`src/rtl/timing_pkg.sv`:
```
// -----------------------------------------------------------------------------
// timing_pkg
// Shared types and constants for the machine-cycle / beat timing generator.
//   state_e   : controller state (halted or running beats)
//   W1..W3    : one-hot machine-cycle codes
//   T1..T3    : one-hot beat codes
//   MCNT_W    : width of the completed-machine-cycle counter
//   next_w()  : machine-cycle sequencing rule applied at the last beat
// -----------------------------------------------------------------------------
package timing_pkg;

  typedef enum logic {
    ST_HALT = 1'b0,
    ST_RUN  = 1'b1
  } state_e;

  localparam int MCNT_W = 8;

  localparam logic [2:0] W1 = 3'b001;
  localparam logic [2:0] W2 = 3'b010;
  localparam logic [2:0] W3 = 3'b100;

  localparam logic [2:0] T1 = 3'b001;
  localparam logic [2:0] T2 = 3'b010;
  localparam logic [2:0] T3 = 3'b100;

  // Next machine cycle, priority order: W1&SHORT, W1, W2&LONG, W2, W3.
  // SHORT only matters in W1 and LONG only in W2; any non-one-hot code
  // falls back to W1 so W can never leave the one-hot set.
  function automatic logic [2:0] next_w(input logic [2:0] w_cur,
                                        input logic       short_s,
                                        input logic       long_s);
    logic [2:0] w_nxt;
    case (w_cur)
      W1:      w_nxt = short_s ? W1 : W2;
      W2:      w_nxt = long_s  ? W3 : W1;
      W3:      w_nxt = W1;
      default: w_nxt = W1;
    endcase
    return w_nxt;
  endfunction

endpackage

```
`src/rtl/edge_detect.sv`:
```
// -----------------------------------------------------------------------------
// edge_detect
// Rising-edge detector for a level input that is already synchronous to CLK.
// Ports:
//   CLK  : clock, rising-edge active
//   CLR  : synchronous active-low clear (history bit forced to 0)
//   d    : level input
//   rise : d & ~d_delayed; high for the cycle in which d first reads 1
// Because the history bit clears to 0, a d held high across clear release
// reports a rise on the first edge after release.
// -----------------------------------------------------------------------------
module edge_detect (
  input  logic CLK,
  input  logic CLR,
  input  logic d,
  output logic rise
);

  logic d_r;

  // One-cycle history of d.
  always_ff @(posedge CLK) begin
    if (!CLR) begin
      d_r <= 1'b0;
    end else begin
      d_r <= d;
    end
  end

  assign rise = d & ~d_r;

endmodule

```
`src/rtl/timing_gen.sv`:
```
// -----------------------------------------------------------------------------
// timing_gen
// Machine-cycle (W) and beat (T) timing generator for a hardwired controller.
// A start push-button edge moves the block from HALT to RUN; in RUN the beat
// rotates T1->T2->T3 and at T3 the next machine cycle is chosen from the
// controller hints SHORT/LONG, the cycle counter advances and STOP may halt.
// Ports:
//   CLK   : clock, rising-edge active
//   CLR   : synchronous active-low clear
//   QD    : start push-button level (active-high)
//   SHORT : finish instruction after W1 (sampled at T3 only)
//   LONG  : extend instruction into W3 (sampled at T3 only)
//   STOP  : halt at the end of the current machine cycle (sampled at T3)
//   W     : one-hot machine cycle, always one-hot
//   T     : one-hot beat, zero while halted
//   RUN   : 1 while beats advance
//   MCNT  : completed machine cycles, wraps modulo 256
// All outputs come straight from flops.
// -----------------------------------------------------------------------------
module timing_gen
  import timing_pkg::*;
(
  input  logic              CLK,
  input  logic              CLR,
  input  logic              QD,
  input  logic              SHORT,
  input  logic              LONG,
  input  logic              STOP,
  output logic [3:1]        W,
  output logic [3:1]        T,
  output logic              RUN,
  output logic [MCNT_W-1:0] MCNT
);

  state_e              state_r;
  state_e              state_s;
  logic [2:0]          w_r;
  logic [2:0]          w_s;
  logic [2:0]          t_r;
  logic [2:0]          t_s;
  logic                run_r;
  logic                run_s;
  logic [MCNT_W-1:0]   mcnt_r;
  logic [MCNT_W-1:0]   mcnt_s;
  logic                qd_rise_s;

  edge_detect u_qd_edge (
    .CLK  (CLK),
    .CLR  (CLR),
    .d    (QD),
    .rise (qd_rise_s)
  );

  // Next-state and next-output logic; everything defaults to "hold".
  always_comb begin
    state_s = state_r;
    w_s     = w_r;
    t_s     = t_r;
    run_s   = run_r;
    mcnt_s  = mcnt_r;
    case (state_r)
      ST_HALT: begin
        if (qd_rise_s) begin
          state_s = ST_RUN;
          t_s     = T1;
          run_s   = 1'b1;
        end else begin
          state_s = ST_HALT;
          t_s     = 3'b000;
          run_s   = 1'b0;
        end
      end
      ST_RUN: begin
        // A button edge while running is deliberately ignored.
        run_s = 1'b1;
        case (t_r)
          T1: t_s = T2;
          T2: t_s = T3;
          T3: begin
            // Controller hints are only meaningful on the last beat.
            w_s    = next_w(w_r, SHORT, LONG);
            mcnt_s = mcnt_r + MCNT_W'(1);
            if (STOP) begin
              state_s = ST_HALT;
              t_s     = 3'b000;
              run_s   = 1'b0;
            end else begin
              t_s     = T1;
            end
          end
          // A corrupted beat code restarts the machine cycle at T1.
          default: t_s = T1;
        endcase
      end
      default: begin
        state_s = ST_HALT;
        t_s     = 3'b000;
        run_s   = 1'b0;
      end
    endcase
  end

  // State and output registers, cleared synchronously.
  always_ff @(posedge CLK) begin
    if (!CLR) begin
      state_r <= ST_HALT;
      w_r     <= W1;
      t_r     <= 3'b000;
      run_r   <= 1'b0;
      mcnt_r  <= '0;
    end else begin
      state_r <= state_s;
      w_r     <= w_s;
      t_r     <= t_s;
      run_r   <= run_s;
      mcnt_r  <= mcnt_s;
    end
  end

  assign W    = w_r;
  assign T    = t_r;
  assign RUN  = run_r;
  assign MCNT = mcnt_r;

endmodule

```
`config.mk`:
```
export PLATFORM = sky130hd
export DESIGN_NAME = timing_gen
export DESIGN_NICKNAME = d
export VERILOG_FILES = /design/src/rtl/timing_pkg.sv /design/src/rtl/edge_detect.sv /design/src/rtl/timing_gen.sv
export SDC_FILE = /design/constraint.sdc
export NUM_CORES = 1
export LEC_CHECK = 0
export CAP_MARGIN = 20
export CORE_MARGIN = 2
export CORE_UTILIZATION = 40
export DETAILED_ROUTE_END_ITERATION = 10
export PLACE_DENSITY = 0.7
export SYNTH_ARGS = -nofsm -noshare
export SYNTH_HDL_FRONTEND = slang
export SYNTH_HIERARCHICAL = 1
export SYNTH_SLANG_ARGS = --single-unit
```
`constraint.sdc`:
```
create_clock -name CLK -period 1.5 [get_ports CLK]
set_input_delay 0.3 -clock CLK [delete_from_list [all_inputs] [get_ports CLK]]
set_output_delay 0.3 -clock CLK [all_outputs]
set_load 0.005 [all_outputs]
```
---- Word level (Yosys, flattened, before mapping) ----
Index checks and enable logic that the tools add are counted.
word-level totals
  flip-flop bits (word level) ............. 16
  input bits .............................. 6
  output and inout bits ................... 15
operators by class
  $add $sub $neg .......................... 1
  equal/unequal tests ..................... 5
  multiplexer cells ....................... 11
  bitwise operators ....................... 3
  reduce and logical (&&, ||, !) cells .... 1
operators by type and width
  kind                 number
  $pmux 3 s2           2
  $pmux 3 s3           1
  $add 8x1->8 const B  1
  $eq 3x1->1 const B   2
  $eq 3x2->1 const B   2
  $mux 1               5
  $eq 3x3->1 const B   1
  $mux 3               1
  $mux 2               1
  $not 1->1            2
  $pmux 1 s2           1
  $reduce_and 2->1     1
  $and 1x1->1          1

---- Longest topological paths before layout ----
Gate-level depths: netlist of run 1.
  word-level depth ........................ 4
  depth in mapped cells ................... 4
  mapped depth without buffers ............ 4

---- Hierarchy ----
Netlist of run 1, hierarchy kept.
modules (own cells, without submodules)
  module       times used  cells each  area each (µm²)
  timing_gen   1           71          656.9
  edge_detect  1           3           40.0

---- Worst setup path after synthesis of run 1 ----
Ideal clock, no wire load.
  path kind ............................... reg2reg
  from .................................... register t_r[1], in the netlist T[2]
  to ...................................... register mcnt_r[7], in the netlist MCNT[7]
  library setup time ...................... 0.118 ns
  arrival time ............................ 1.268 ns
  required time ........................... 1.382 ns
  setup slack ............................. 0.114 ns
  stages on the path, launching flop included .. 4
  period minus slack after synthesis ...... 1.386 ns
  cell sequence ........................... dfxtp_1 nand4bb_4 or4_1 mux2i_1
on the way
  longest elaborated chain between the ends .. 2
RTL lines
  item                               line               text
  start, declared                    timing_gen.sv:39   logic [2:0] t_r;
  start signal, assigned             timing_gen.sv:114  t_r <= t_s;
  $eq 3x3->1                         timing_gen.sv:76   case (t_r)
  $reduce_and 2->1 (no source line)  -
  end signal, assigned               timing_gen.sv:116  mcnt_r <= mcnt_s;
  end, declared                      timing_gen.sv:43   logic [MCNT_W-1:0] mcnt_r;
No other way between the ends.
A chain may end at the register's enable or synchronous reset.

---- Final worst setup path of run 1 ----
  from .................................... register w_r[2], in the netlist W[3]
  to ...................................... output port W[3] (netlist name)
RTL lines
  item                    line               text
  start, declared         timing_gen.sv:37   logic [2:0] w_r;
  start signal, assigned  timing_gen.sv:113  w_r <= w_s;
  end, declared           timing_gen.sv:29   output logic [3:1] W,
No word-level cell between the ends.

==> results.md, run 1 <==
- Clk slew on worst S/H paths: approximately 90 ps
- Sequential-to-total area share from yosys stat: ~46%
- Clock power share: ~31%
- Clock buffer count from CTS: 3
- Crit path max-delay family: buffers and inverters
- Die footprint: ~2100 um^2
- Required arrival time at the worst endpoint: approximately 1200 ps
- Avg Inst Size Synth: between 9 and 10 um^2
- Run status: finished, final reports clean
- Combinational group share of total power: under 10%
- Hold Crit Class: flop to flop
- Headroom to the max-slew limit: approximately 83%
- Critical path class: flop to output port
- Final worst-path cycle share: a little over nine tenths
- Critical Path Max Stage Delay: 500 ps
- Final Net Count: 114
- Switching power: between 150 and 200 uW
- Most frequent standard cell in the layout excluding fill and tap cells: sky130_fd_sc_hd__clkdlybuf4s50_1
- Clock tree from TritonCTS: done
- Number of pins with negative max-slew slack in the final report: 0
- Clk Latency, worst-skew pair: around 280 ps
- Final HPWL DP: around 1.1 mm
- Most frequent cells in the layout: sky130_fd_sc_hd__clkdlybuf4s50_1, sky130_fd_sc_hd__dfxtp_2, sky130_fd_sc_hd__buf_4
- Number of cell instances on the worst register-to-register path: 4
- Post-Synthesis Cells: 74
- Seq cells post-synth: 16
- Startpoint of the worst hold path: MCNT[1]$_SDFFE_PN0P_
- Switching portion of total power: between 20% and 30%
- Max VDD drop: approximately 0.56 mV
- DRC violations left: 0
- Clk buf depth: 2
- All-Layer GR Usage: around 17%
- Number of core rows: 15
- 1st-iter DRT viols: 2
- Shortest clock period the worst path allows after layout: between 1000 and 1500 ps
- Share of synthesized flip-flops with an asynchronous set or reset: 0%
- Power per unit of standard cell area: between 600 and 700 nW/um^2
- Via count of the first global-routing pass: 588
- Initial antenna violation count: 0
- Post-Syn Nets: 81
- Clk Tree Root Cell: sky130_fd_sc_hd__clkbuf_4
- Leak pwr: about 0.00042 uW
- Synthesis warning total: 6
- Achievable frequency: roughly 0.68 GHz
- Overall power after layout: around 700 uW
- Critical-path cell with the highest stage delay: sky130_fd_sc_hd__clkdlybuf4s50_1
- Max-cap violations: 0
- Wire length of the first global-routing pass: 2.47 mm
- Destination of the worst hold path: MCNT[1]$_SDFFE_PN0P_
- Number of setup violations in the final report: 0
- Post-synth cell types: 28
- DRT Wirelength: between 1 and 1.5 mm
- Proportion of power drawn by flip-flops and latches: roughly 60%
- Instance count along the most critical hold path: 2
- Post-synth EDFFs: 0
- Die height: around 46 um
- Number of vias per cell: between 5 and 6
- Worst r2r src: RUN$_SDFF_PN0_
- Number of inserted diodes: 0
- Netlist area before placement: between 600 and 700 um^2
- Initial cell density of the core: just over 40%
- DRT antenna net count: 0
- Final count of hold timing violations: 0
- TritonRoute pass-1 iters: 3
- Number of standard cells in the final layout excluding fillers: 122
- Data arrival time of the worst path: roughly 1200 ps
- Via count of the routed design: 662
- CP endpoint kind: output port
- R2r endpoint: MCNT[7]$_SDFFE_PN0P_
- Number of cells in the design after placement: roughly 120
- Largest net degree at the start of global routing: 13
- Final routed wire length divided by cell count: approximately 12 um
- Area grow syn2layout: 48.1%
- Slew of the pin with the lowest slew margin: roughly 260 ps
- Clock Sinks: 16
- Cell internal pwr: about 560 uW
- H-tree lvl count: 1
- Max FO, Critical Path: 5
- Core Area: around 1700 um^2
- Layout cells sized above 1: between 20 and 30%
- Most instantiated flip-flop cell in the synthesis netlist: sky130_fd_sc_hd__dfxtp_1
- Die Span X: approximately 46 um
- Port buffer count: 20
- GRT overflow: 0
- R2R Setup Slk: between 100 and 150 ps
- Placer congestion estimate: between 0.7 and 0.8
- CP Launch Type: flop
- Worst setup skew after layout: 3.65 ps
- Ordered cell list for the critical path: clkdlybuf4s50_1
- Buffers and inverters on the worst path: 1
- Boundary Pins: 21
flip-flops by register name (all words and copies together) (netlist names):
register and flops:
T 3, RUN 1, W 3, MCNT 8, u_qd_edge/d_r 1
layer usage:
layer / track usage [%] / routed length, um / vias up
met1: 19.8 / 657 / 312
li1: - / - / 334
met4: 3.43 / 0 / 0
met3: 7.14 / 93 / 0
met5: 0 / 0 / -
met2: 27.6 / 732 / 16
power groups by stage:
stage | Sequential, uW | Clock, uW | Combinational (uW)
global placement | 446 | 0 | 61.9
CTS | 434 | 228 | 63.6
finish | 428 | 223 | 63.3
global route | 430 | 253 | 67.7
floorplan | 450 | 0 | 19.3
detailed placement | 446 | 0 | 62.7
logic make-up after synthesis:
| family | after synthesis | share of synthesized area (%) |
|---|---|---|
| flip-flops | 16 | 46.0 |
| adder cells (fa/ha/maj) | 1 | 1.80 |
| buffers and inverters | 4 | 2.15 |
| multiplexers | 1 | 1.44 |
| AO/OA/AOI/OAI | 20 | 16.5 |
| AND/OR/NAND/NOR | 31 | 30.9 |
| XOR/XNOR | 1 | 1.26 |
stage by stage:
stage	util, %	setup TNS [ps]	setup slack [ps]	instance area, um^2	hold slack, ps
finish	61.1	0	37.8	1030	476
global placement	56.4	-55.1	-55.1	952	457
CTS	58.7	0	6.75	991	480
detailed placement	56.4	-93.5	-93.5	952	468
global route	61.1	-1.80	-1.80	1030	503
floorplan	-	0	114	697	376
how the worst max path moves through the flow:
stage / start / to / slack [ps] / cells after the start
2_1_floorplan: T[2]$_SDFF_PN0_ / MCNT[7]$_SDFFE_PN0P_ / 110 / 3
3_3_place_gp: SHORT / W[1]$_SDFFE_PN1P_ / -60 / 4
3_5_place_dp: SHORT / W[1]$_SDFFE_PN1P_ / -90 / 4
4_1_cts: MCNT[4]$_SDFFE_PN0P_ / MCNT[4] / 7 / 1
5_1_grt: T[3]$_SDFF_PN0_ / T[3] / -2 / 1
6_report: W[3]$_SDFFE_PN0P_ / W[3] / 40 / 1
what timing repair did:
item | CTS | global route
hold buffers | 0 | 0
pin swaps | 0 | 0
cloned | 0 | 0
gates resized for setup | 12 | 10
buffers inserted | 1 | 3
endpoints found under the setup margin | 9 | 11
synth_stat cells (2+ instances only):
master | count | share of area, %
sky130_fd_sc_hd__o31ai_1 | 2 | 2.2
sky130_fd_sc_hd__or4_1 | 3 | 3.2
sky130_fd_sc_hd__inv_1 | 3 | 1.6
sky130_fd_sc_hd__and2_1 | 2 | 1.8
sky130_fd_sc_hd__nor3b_1 | 2 | 2.2
sky130_fd_sc_hd__nor2_1 | 2 | 1.1
sky130_fd_sc_hd__dfxtp_1 | 16 | 46
sky130_fd_sc_hd__or3_1 | 4 | 3.6
sky130_fd_sc_hd__nand3_1 | 4 | 2.9
sky130_fd_sc_hd__o21ai_0 | 6 | 4.3
sky130_fd_sc_hd__nand2_1 | 6 | 3.2
sky130_fd_sc_hd__a21oi_1 | 8 | 5.7
layout make-up:
type,count,area (um^2)
multi-input cells,54,362
clock buffers,3,22.5
fillers,162,657
flip-flops and latches,16,347
well taps,17,21.3
repair buffers,29,269
inverters,3,11.3
worst reg2reg max path: cells and delay by family (launching register included):
kind / cells / cell delay, ps
multiplexers: 1 / 130
AND/OR/NAND/NOR: 2 / 710
flip-flops: 1 / 330
buffers and inverters: 1 / 110
No activity file was read; power rests on OpenSTA's default activity.
==> inputs of run 2 (changes only) <==
--- a/config.mk
+++ b/config.mk
@@ -14,3 +14,4 @@
 export SYNTH_HDL_FRONTEND = slang
 export SYNTH_HIERARCHICAL = 1
 export SYNTH_SLANG_ARGS = --single-unit
+export TNS_END_PERCENT = 50
==> results.md, run 2 (synthesized netlist as in run 1, its figures left out) <==
- Leak pwr: 0.000461 uW (+9.5%)
- Boundary Pins: 21 (unchanged)
- TritonRoute pass-1 iters: 4 (+1)
- Run status: finished, final reports clean
- Ordered cell list for the critical path: clkdlybuf4s50_1
- Worst setup skew after layout: 3.89 ps (+0.236 ps)
- Max FO, Critical Path: 5 (unchanged)
- Number of vias per cell: 5.52 (+1.7%)
- Core Area: 1690 um^2 (unchanged)
- Core occupancy in the finished layout: 60.2% (-0.89 points)
- DRC violations left: 0 (unchanged)
- Overall power after layout: 713 uW (-0.12%)
- Placer congestion estimate: 0.790 (unchanged)
- Final sum of negative setup slack: 0 ps (unchanged)
- Number of setup violations in the final report: 0 (unchanged)
- H-tree lvl count: 1 (unchanged)
- Number of pins with negative max-slew slack in the final report: 0 (unchanged)
- Number of core rows: 15 (unchanged)
- GRT overflow: 0 (unchanged)
- Initial antenna violation count: 0 (unchanged)
- Critical Path Max Stage Delay: 500 ps (about the same)
- Achievable frequency: 0.686 GHz (+0.25%)
- Final routed wire length divided by cell count: 12.5 um (+3.1%)
- 1st-iter DRT viols: 7 (+5)
- Wire length of the first global-routing pass: 2.47 mm (unchanged)
- Clk Latency, worst-skew pair: 280 ps (about the same)
- Final worst-path cycle share: 97.2% (-0.25 points)
- Required arrival time at the worst endpoint: 1200 ps (about the same)
- Flip-flop count of the largest register after layout: 8 (unchanged)
- Final count of hold timing violations: 0 (unchanged)
- CP endpoint kind: output port
- Number of buffers inserted for hold repair after clock tree synthesis: 0 (unchanged)
- Data arrival time of the worst path: 1160 ps (about the same)
- Shortest clock period the worst path allows after layout: 1460 ps (-3.70 ps)
- Port buffer count: 20 (unchanged)
- Headroom to the max-slew limit: 82.8% (unchanged)
- Clock buffer count from CTS: 3 (unchanged)
- Area grow syn2layout: 46.0%
- Critical-path cell with the highest stage delay: sky130_fd_sc_hd__clkdlybuf4s50_1
- Die footprint: 2090 um^2 (unchanged)
- Clk Tree Root Cell: sky130_fd_sc_hd__clkbuf_4
- Clock tree from TritonCTS: done
- Via count of the routed design: 657 (-0.76%)
- Max VDD drop: 0.558 mV (-0.28%)
- Most frequent standard cell in the layout excluding fill and tap cells: sky130_fd_sc_hd__clkdlybuf4s50_1
- Via count of the first global-routing pass: 588 (unchanged)
- Buffers and inverters on the worst path: 1 (unchanged)
- Crit path max-delay family: buffers and inverters
- DRT Wirelength: 1.49 mm (+0.54%)
- Clk buf depth: 2 (unchanged)
- Initial cell density of the core: 41.3% (unchanged)
- Power per unit of standard cell area: 701 nW/um^2 (+1.4%)
- Most frequent cells in the layout: sky130_fd_sc_hd__clkdlybuf4s50_1, sky130_fd_sc_hd__dfxtp_2, sky130_fd_sc_hd__a21oi_1
- Largest net degree at the start of global routing: 13 (unchanged)
- All-Layer GR Usage: 16.6% (unchanged)
- Clk slew on worst S/H paths: 90 ps (about the same)
- Hold Crit Class: flop to flop
- Clock Sinks: 16 (unchanged)
- Final Net Count: 111 (-2.6%)
- DRT antenna net count: 0 (unchanged)
- Max-cap violations: 0 (unchanged)
- Die Span X: 45.7 um (unchanged)
- CP Launch Type: flop
- Die height: 45.7 um (unchanged)
- Number of inserted diodes: 0 (unchanged)
- Critical path class: flop to output port
- RSZ-0062 raised after global routing: false
- Layout cells sized above 1: 25.5% (-2.1 points)
- Slew of the pin with the lowest slew margin: 255 ps (unchanged)
- Final HPWL DP: 1.12 mm (unchanged)
## run 2: changes by cell type in the layout (fill, tap and decap cells not counted)
cell	before	now
sky130_fd_sc_hd__buf_4	9	6
sky130_fd_sc_hd__clkdlybuf4s50_1	15	12
sky130_fd_sc_hd__dlymetal6s2s_1	2	5
## run 2: layout make-up
type                       count  area [um^2]
timing repair buffer          26          254
tap                           17         21.3
clock buffer                   3         22.5
inverter                       3         11.3
multi-input combinational     54          362
sequential                    16          347
fill                         165          672
## run 2: report_power, final
group	switching [uW]	leakage [uW]	internal, uW	total, uW
sequential	3.62	0.000136	425	428
combinational	24.0	0.000311	39.0	63.0
clock	129	0.0000138	93.2	222
## run 2: through the flow
stage                     instances  hold WS [ps]  cell area [um^2]  worst slack, ps
after floorplan                  74           376               697              114
after global placement          115           457               952            -55.1
after detailed placement        115           468               952            -93.5
after CTS                       119           480               991             6.75
after global routing            119           503              1020             3.10
final                           119           477              1020             41.5
## run 2: final timing paths
kind	start	to	slack [ps]	cells after the start
setup / recovery	W[3]$_SDFFE_PN0P_	W[3]	40	1
hold / removal	MCNT[1]$_SDFFE_PN0P_	MCNT[1]$_SDFFE_PN0P_	480	2
setup reg to reg	RUN$_SDFF_PN0_	MCNT[7]$_SDFFE_PN0P_	130	4
hold reg to reg	MCNT[1]$_SDFFE_PN0P_	MCNT[1]$_SDFFE_PN0P_	480	2
## run 2: metal layers
layer	wire length [um]	vias up	track usage (%)
met5	0	-	0
met4	7	0	3.43
met3	116	2	7.14
met2	717	23	27.6
met1	649	301	19.8
li1	-	331	-
## run 2: timing repair
action                     4_1_cts  5_1_grt
resized for setup               12       13
setup buffers                    1        0
hold endpoints to repair         0        0
setup endpoints to repair        9       11
